<file path="config.mk">
export PLATFORM = sky130hd
export DESIGN_NAME = pipe_stage_skid
export DESIGN_NICKNAME = d
export VERILOG_FILES = /design/src/rtl/pipe_stage_skid.sv
export SDC_FILE = /design/constraint.sdc
export NUM_CORES = 1
export LEC_CHECK = 0
export BUFFER_PORTS_ARGS = -buffer_cell sky130_fd_sc_hd__buf_4
export CAP_MARGIN = 0
export CORE_MARGIN = 5
export CORE_UTILIZATION = 50
export CTS_BUF_LIST = sky130_fd_sc_hd__clkbuf_4
export CTS_CLUSTER_DIAMETER = 200
export DETAILED_ROUTE_END_ITERATION = 8
export PLACE_DENSITY = 0.73
export REMOVE_ABC_BUFFERS = 1
export SYNTH_ARGS = -nofsm -noshare
export SYNTH_HDL_FRONTEND = slang
export SYNTH_SLANG_ARGS = --single-unit
</file>
<file path="constraint.sdc">
create_clock -name clk -period 3.65 [get_ports clk]
set_input_delay 0.365 -clock clk [delete_from_list [all_inputs] [get_ports clk]]
set_output_delay 0.365 -clock clk [all_outputs]
set_load 0.02 [all_outputs]
</file>
<file path="src/rtl/pipe_stage_skid.sv">
// Generic pipeline stage register with a valid/ready handshake and a
// 2-entry skid buffer. Upstream ready is a flop output, so the downstream
// ready path never reaches the upstream port combinationally. Stall holds
// the stage contents and flush discards them; an empty stage drives
// NOP_VALUE. Occupancy and a saturating bubble counter support control
// and performance monitoring. Every output is taken straight from a flop.
module pipe_stage_skid #(
    parameter int unsigned     DW        = 32,
    parameter logic [DW-1:0]   NOP_VALUE = DW'(32'h00000013),
    parameter int unsigned     CNT_W     = 16
) (
    input  logic             clk,
    input  logic             rst,
    // upstream side
    input  logic             in_valid_i,
    output logic             in_ready_o,
    input  logic [DW-1:0]    in_data_i,
    // pipeline control
    input  logic             stall_i,
    input  logic             flush_i,
    // downstream side
    output logic             out_valid_o,
    input  logic             out_ready_i,
    output logic [DW-1:0]    out_data_o,
    // monitoring
    output logic [1:0]       occupancy_o,
    input  logic             bubble_clr_i,
    output logic [CNT_W-1:0] bubble_cnt_o
);

    // Main entry is what the downstream stage sees. The skid entry is only
    // occupied while main is occupied, and its payload is always younger.
    logic             main_valid_q, main_valid_d;
    logic [DW-1:0]    main_data_q,  main_data_d;
    logic             skid_valid_q, skid_valid_d;
    logic [DW-1:0]    skid_data_q,  skid_data_d;
    logic [1:0]       occupancy_q,  occupancy_d;
    logic [CNT_W-1:0] bubble_cnt_q, bubble_cnt_d;

    logic acc;      // payload transferred from upstream this cycle
    logic eff_rdy;  // downstream may take the main entry this cycle
    logic cons;     // main entry leaves the stage this cycle

    localparam logic [CNT_W-1:0] CNT_MAX = {CNT_W{1'b1}};

    // Upstream may send exactly when the skid entry is free; because the
    // skid valid bit is a flop, so is the ready.
    assign in_ready_o = ~skid_valid_q;

    assign acc     = in_valid_i & in_ready_o;
    assign eff_rdy = out_ready_i & ~stall_i;
    assign cons    = main_valid_q & eff_rdy;

    // Next-state selection for both entries: flush, then fill-empty-main,
    // then consume (with refill from skid or input), then park into skid.
    always_comb begin
        // NOTE: every signal written in this block gets a default first, so
        // no path leaves a value unassigned and no latch is inferred.
        main_valid_d = main_valid_q;
        main_data_d  = main_data_q;
        skid_valid_d = skid_valid_q;
        skid_data_d  = skid_data_q;

        if (flush_i) begin
            // Bubble insertion: everything in flight is dropped, including
            // any payload offered this very cycle. Stall plays no role.
            main_valid_d = 1'b0;
            main_data_d  = NOP_VALUE;
            skid_valid_d = 1'b0;
            skid_data_d  = NOP_VALUE;
        end else if (!main_valid_q) begin
            // Empty stage: an accepted payload goes straight to main. The
            // skid entry is empty here as well, so it needs no update.
            if (acc) begin
                main_valid_d = 1'b1;
                main_data_d  = in_data_i;
            end
        end else if (cons) begin
            if (skid_valid_q) begin
                // Older parked payload advances; ready was low, so there is
                // no new payload to place this cycle.
                main_valid_d = 1'b1;
                main_data_d  = skid_data_q;
                skid_valid_d = 1'b0;
                skid_data_d  = NOP_VALUE;
            end else if (acc) begin
                // Back-to-back streaming: replace the departing entry.
                main_valid_d = 1'b1;
                main_data_d  = in_data_i;
            end else begin
                main_valid_d = 1'b0;
                main_data_d  = NOP_VALUE;
            end
        end else begin
            // Main is held (backpressure or stall). A payload accepted now
            // can only land in the skid entry, which is free whenever acc=1.
            if (acc) begin
                skid_valid_d = 1'b1;
                skid_data_d  = in_data_i;
            end
        end
    end

    // Occupancy is computed from the next entry state so the registered
    // count lines up with the valid bits it describes.
    always_comb begin
        occupancy_d = {1'b0, main_valid_d} + {1'b0, skid_valid_d};
    end

    // Bubble counter: clear wins over counting; counts cycles in which the
    // downstream side currently sees no valid entry, saturating at all-ones.
    // A flush intentionally leaves the count alone.
    always_comb begin
        bubble_cnt_d = bubble_cnt_q;
        if (bubble_clr_i) begin
            bubble_cnt_d = '0;
        end else if (!main_valid_q && (bubble_cnt_q != CNT_MAX)) begin
            bubble_cnt_d = bubble_cnt_q + CNT_W'(1);
        end
    end

    // Entry valid bits and occupancy, cleared asynchronously.
    always_ff @(posedge clk or posedge rst) begin
        // NOTE: state flops use non-blocking assignments so every flop in
        // the design samples its next value from the same pre-edge state.
        if (rst) begin
            main_valid_q <= 1'b0;
            skid_valid_q <= 1'b0;
            occupancy_q  <= 2'd0;
        end else begin
            main_valid_q <= main_valid_d;
            skid_valid_q <= skid_valid_d;
            occupancy_q  <= occupancy_d;
        end
    end

    // Entry payloads. They are reset as well, because an empty entry must
    // present NOP_VALUE on the output immediately, not after a first edge.
    always_ff @(posedge clk or posedge rst) begin
        // NOTE: payload registers here carry an architecturally visible
        // reset value; plain storage arrays without such a need stay
        // unreset so they can map onto RAM.
        if (rst) begin
            main_data_q <= NOP_VALUE;
            skid_data_q <= NOP_VALUE;
        end else begin
            main_data_q <= main_data_d;
            skid_data_q <= skid_data_d;
        end
    end

    // Saturating bubble counter register.
    always_ff @(posedge clk or posedge rst) begin
        if (rst) begin
            bubble_cnt_q <= '0;
        end else begin
            bubble_cnt_q <= bubble_cnt_d;
        end
    end

    assign out_valid_o  = main_valid_q;
    assign out_data_o   = main_data_q;
    assign occupancy_o  = occupancy_q;
    assign bubble_cnt_o = bubble_cnt_q;

endmodule

</file>
# Word-level counts from Yosys, hierarchy flattened

Cells that the tools add are included.

Word-level logic and storage cells: 45
Output and inout bits: 52
Register bits: 84

Mux-type cells: 21
Bitwise operators: 5
$add $sub $neg: 2
Equality and inequality tests: 3
Reduce and logical (&&, ||, !) cells: 8

Operators by type and width:

| cell                    | number |
|---|---|
| $mux W32                | 10 |
| $mux W16                | 2 |
| $add A16 B1 Y16 const B | 1 |
| $ne A16 B16 Y1 const B  | 1 |
| $mux W1                 | 9 |
| $reduce_bool A3 Y1      | 2 |
| $reduce_bool A2 Y1      | 2 |
| $and A1 B1 Y1           | 3 |
| $ne A3 B2 Y1 const B    | 1 |
| $ne A3 B3 Y1 const B    | 1 |
| $reduce_and A3 Y1       | 1 |
| $add A1 B1 Y2           | 1 |
| $not A1 Y1              | 2 |
| $reduce_and A2 Y1       | 1 |
| $logic_and A1 B1 Y1     | 1 |
| $logic_not A1 Y1        | 1 |

# Longest topological paths before layout

Word-level depth: 8
Mapped depth: 7
Depth with buffers taken out: 5

# Worst setup path after synthesis

No wires, ideal clock.

Path type: register -> register
From: register main_valid_q (netlist: out_valid_o)
To: register bubble_cnt_q[6] (netlist: bubble_cnt_o[6])
Path slack: 1.812 ns
Buffers on the path: 2
Arrival: 1.760 ns
Cell stages (with the launch flop): 7
Setup time: 0.078 ns
Required time: 3.572 ns
Cells stage by stage: dfrtp_1 buf_2 and3b_1 buf_2 nand3_4 or4_2 a21oi_1

Longest elaborated chain between the ends: 3

Ends and longest elaborated chain:

| item                                | RTL line | text |
|---|---|---|
| from (decl)                         | 33       | `logic main_valid_q, main_valid_d;` |
| from (signal assigned)              | 131      | `main_valid_q <= main_valid_d;` |
| $logic_not A1 Y1                    | 117      | `end else if (!main_valid_q && (bubble_cnt_q != CNT_MAX)) begin` |
| $logic_and A1 B1 Y1                 | 117      |  |
| $reduce_bool A2 Y1 (no source line) | -        |  |
| to (signal assigned)                | 157      | `bubble_cnt_q <= bubble_cnt_d;` |
| to (decl)                           | 38       | `logic [CNT_W-1:0] bubble_cnt_q, bubble_cnt_d;` |

No other way between the ends.
A chain may end at the register's enable or synchronous reset.

# Final worst setup path

From: register main_valid_q (netlist: out_valid_o)
To: register main_data_q[30] (netlist: out_data_o[30])

Longest elaborated chain between the ends: 3
Elaborated cells between the ends (all ways): 6

Ends and longest elaborated chain:

| item                               | RTL line | text |
|---|---|---|
| $and A1 B1 Y1                      | 52       | `assign cons = main_valid_q & eff_rdy;` |
| $ne A3 B2 Y1 (no source line)      | -        |  |
| $reduce_and A2 Y1 (no source line) | -        |  |
| to (signal assigned)               | 147      | `main_data_q <= main_data_d;` |
| to (decl)                          | 34       | `logic [DW-1:0] main_data_q, main_data_d;` |

Several ways; a longest one is shown, not always the timed one.

==> summary.md <==
| Metric | Value |
|---|---|
| Slowest cell on the critical path | `and2_1` |
| Top layer in use | `met4` |
| WS Path Type | `reg2reg` |
| Final HPWL DP | `about 5800 um` |
| Hold Vio Cnt, Final | `0` |
| Die span in y | `96.4 um` |
| Final design utilization | `0.637` |
| Worst Hold Class | `in2reg` |
| Number of diodes | `0` |
| Overall power | `about 1.9 mW` |
| Ys flop type | `dfrtp_1` |
| P&R area growth vs syn | `23.7%` |
| Worst-path fanout max | `29` |
| Cells after Synth | `roughly 340` |
| CORE AREA | `between 0.007 and 0.008 mm2` |
| WL/cell | `approximately 17 um` |
| Die area | `around 0.0093 mm2` |
| Met2 routed WL | `4360 um` |
| Die width | `~96 um` |
| Routed vias/inst | `just under 6` |
| Count of input and output buffers | `90` |
| Avg Synthesized Cell Area | `roughly 11 um2` |
| Lkg Pwr | `between 2 and 2.5 nW` |
| Max-slew headroom | `0.217` |
| Max Cap Viol | `0` |
| Vias in the first global route | `3092` |
| Met3 Wirelength | `about 540 um` |
| Top cell types by occurrence after synthesis | `78 x dfrtp_1, 38 x o31ai_1, 36 x nand2_1` |
| Drc violations | `0` |
| Clk Latency, worst-skew pair | `roughly 0.43 ns` |
| Dpl cells | `between 500 and 600` |
| Worst IR Drop VDD | `about 210 uV` |
| Area fraction of the dominant cell type after synthesis | `0.522` |
| DR vias | `approximately 3000` |
| Top cells by area, synth | `dfrtp_1 52%, o31ai_1 7.6%, a22o_1 6.8%, a22oi_1 5.8%, dfstp_2 4.2%` |
| Syn Std Cell Area | `between 0.003 and 0.004 mm2` |
| CTS root buffer | `clkbuf_4` |
| Startpoint Class | `flop` |
| Core Rows | `31` |
| Nets | `between 400 and 500` |
| Number of flops mapped to enable cells by yosys | `0` |
| DR iter-0 viols | `118` |
| Cell accounting for the most synthesized area | `dfrtp_1` |
| First-pass GRT wire length | `approximately 15000 um` |
| Clock skew | `0.0108 ns` |
| Asr flop ratio synth | `1.00` |
| Post-cts sizing count | `0` |
| RSZ-0062 raised after global routing | `no` |
| Warning count from the yosys run | `0` |
| Critical path data required time | `approximately 4 ns` |
| Wire length on met1 | `4040 um` |
| Hold_sp | `in_data_i[13]` |
| WL final | `between 9000 and 10000 um` |
| Starting density of the core | `0.515` |
| Status | `finished clean` |
| Hold-fix buffers, CTS | `1` |
| Clock sinks | `84` |
| Register area share after synthesis | `0.565` |
| CP max stage delay | `1.00 ns` |
| Synth unique cells | `43` |
| Minimum clock period | `roughly 2.4 ns` |
| Largest net degree at the start of global routing | `59` |
| R2r startpoint | `out_valid_o$_DFF_PP0_` |
| Share of cells above drive strength 1 | `0.307` |
| CP Capture Type | `flop` |
| Tot GR Track Use | `0.208` |
| Seq cells post-synth | `84` |
| Drt first pass iters | `5` |
| Io pins | `91` |
| Worst Hold Slack | `between 0.15 and 0.2 ns` |
| F_max | `0.424 GHz` |
| CP startpoint | `out_valid_o$_DFF_PP0_` |
| Post-route ant nets | `0` |
| Worst path cell trace | `and2_1, a22oi_1, o31ai_1` |
| Number of CTS-inserted buffers | `9` |
| TritonCTS clock tree | `done` |
| Final setup violation count | `0` |
| Final Max Tran Viols | `0` |
| Fin crit share | `0.647` |
| Most common cell in the synthesized netlist | `dfrtp_1` |
| Power Density | `410 mW/mm2` |
| H-tree depth | `3` |
| Longest Clk Path Bufs | `2` |
| Worst Path Arrival | `2.70 ns` |
| Final instance count without filler cells | `522` |
| RePlAce Congestion | `about 0.84` |
| Post-CTS Setup Bufs | `0` |
| Initial antenna violation count | `0` |
| Grt total ovfl | `0` |
| Worst slew pin tran | `1.17 ns` |
| Clock transition at the registers of the reported paths | `between 0.1 and 0.15 ns` |
==> metal layers <==
layer  track usage  up-vias
met3        0.0395       10
li1              -     1446
met4        0.0689        0
met1         0.288     1475
met5             0        -
met2         0.332       87
==> metrics by stage <==
stage	worst slack, ns	setup TNS (ns)	instance area, um2
global placement	1.45	0	4470
detailed placement	1.33	0	4470
finish	1.29	0	4620
CTS	1.31	0	4620
global route	1.09	0	4620
floorplan	-0.860	-24.94	3610
==> kinds of logic after synthesis <==
logic type | after synthesis | synth area share
adder cells (fa/ha/maj) | 2 | 0.00670
AO/OA/AOI/OAI | 132 | 0.257
multiplexers | 1 | 0.00268
AND/OR/NAND/NOR | 83 | 0.125
flip-flops | 84 | 0.565
buffers and inverters | 39 | 0.0439
==> sequential cells by signal, summed over array words and instances, names as in the netlist <==
signal	flops
skid_valid_q	1
out_valid_o	1
occupancy_o	2
bubble_cnt_o	16
out_data_o	32
skid_data_q	32
==> cell type report <==
type                    count  area, um2
clock buffers              10       75.1
clock inverters             6       71.3
fillers                   615       2630
inverters                   9       35.0
multi-input cells         218       1490
flip-flops and latches     84       2110
well taps                  99        124
repair buffers             96        723
==> worst max-delay path: cells and delay by family, from the launching register on <==
kind	cells	cell delay, ns
AND/OR/NAND/NOR	1	1.00
flip-flops	1	0.74
AO/OA/AOI/OAI	2	0.52
==> cell usage in the layout, fill, tap and decap left out, types with 3 or more instances in the layout <==
cell type,n
nor2_1,6
nand2_1,36
o31ai_1,38
nand3_1,5
nand4_1,3
a22oi_1,29
or4_1,6
o21ai_0,5
a22o_1,29
nor2b_1,4
dfrtp_1,78
inv_1,8
a31oi_1,3
or3_1,3
dfstp_2,6
buf_4,95
a21oi_1,19
clkbuf_4,10
o22ai_1,3
or3_2,3
==> where the power goes <==
| group | switching (mW) | internal (mW) |
|---|---|---|
| clock network | 0.336 | 0.222 |
| logic | 0.182 | 0.129 |
| registers | 0.0383 | 0.986 |
| total | 0.557 | 1.34 |
==> worst paths after layout <==
path	to	slack, ns	cells after the start
min	skid_data_q[13]$_DFFE_PP0P_	0.15	2
max reg2reg	out_data_o[30]$_DFFE_PP0P_	1.29	3
max	out_data_o[30]$_DFFE_PP0P_	1.29	3
min reg2reg	skid_data_q[0]$_DFFE_PP1P_	0.47	2
min in group asynchronous	out_data_o[28]$_DFFE_PP0P_	0.50	3
max in group asynchronous	skid_data_q[0]$_DFFE_PP1P_	2.39	4
No activity file was read; power rests on OpenSTA's default activity.
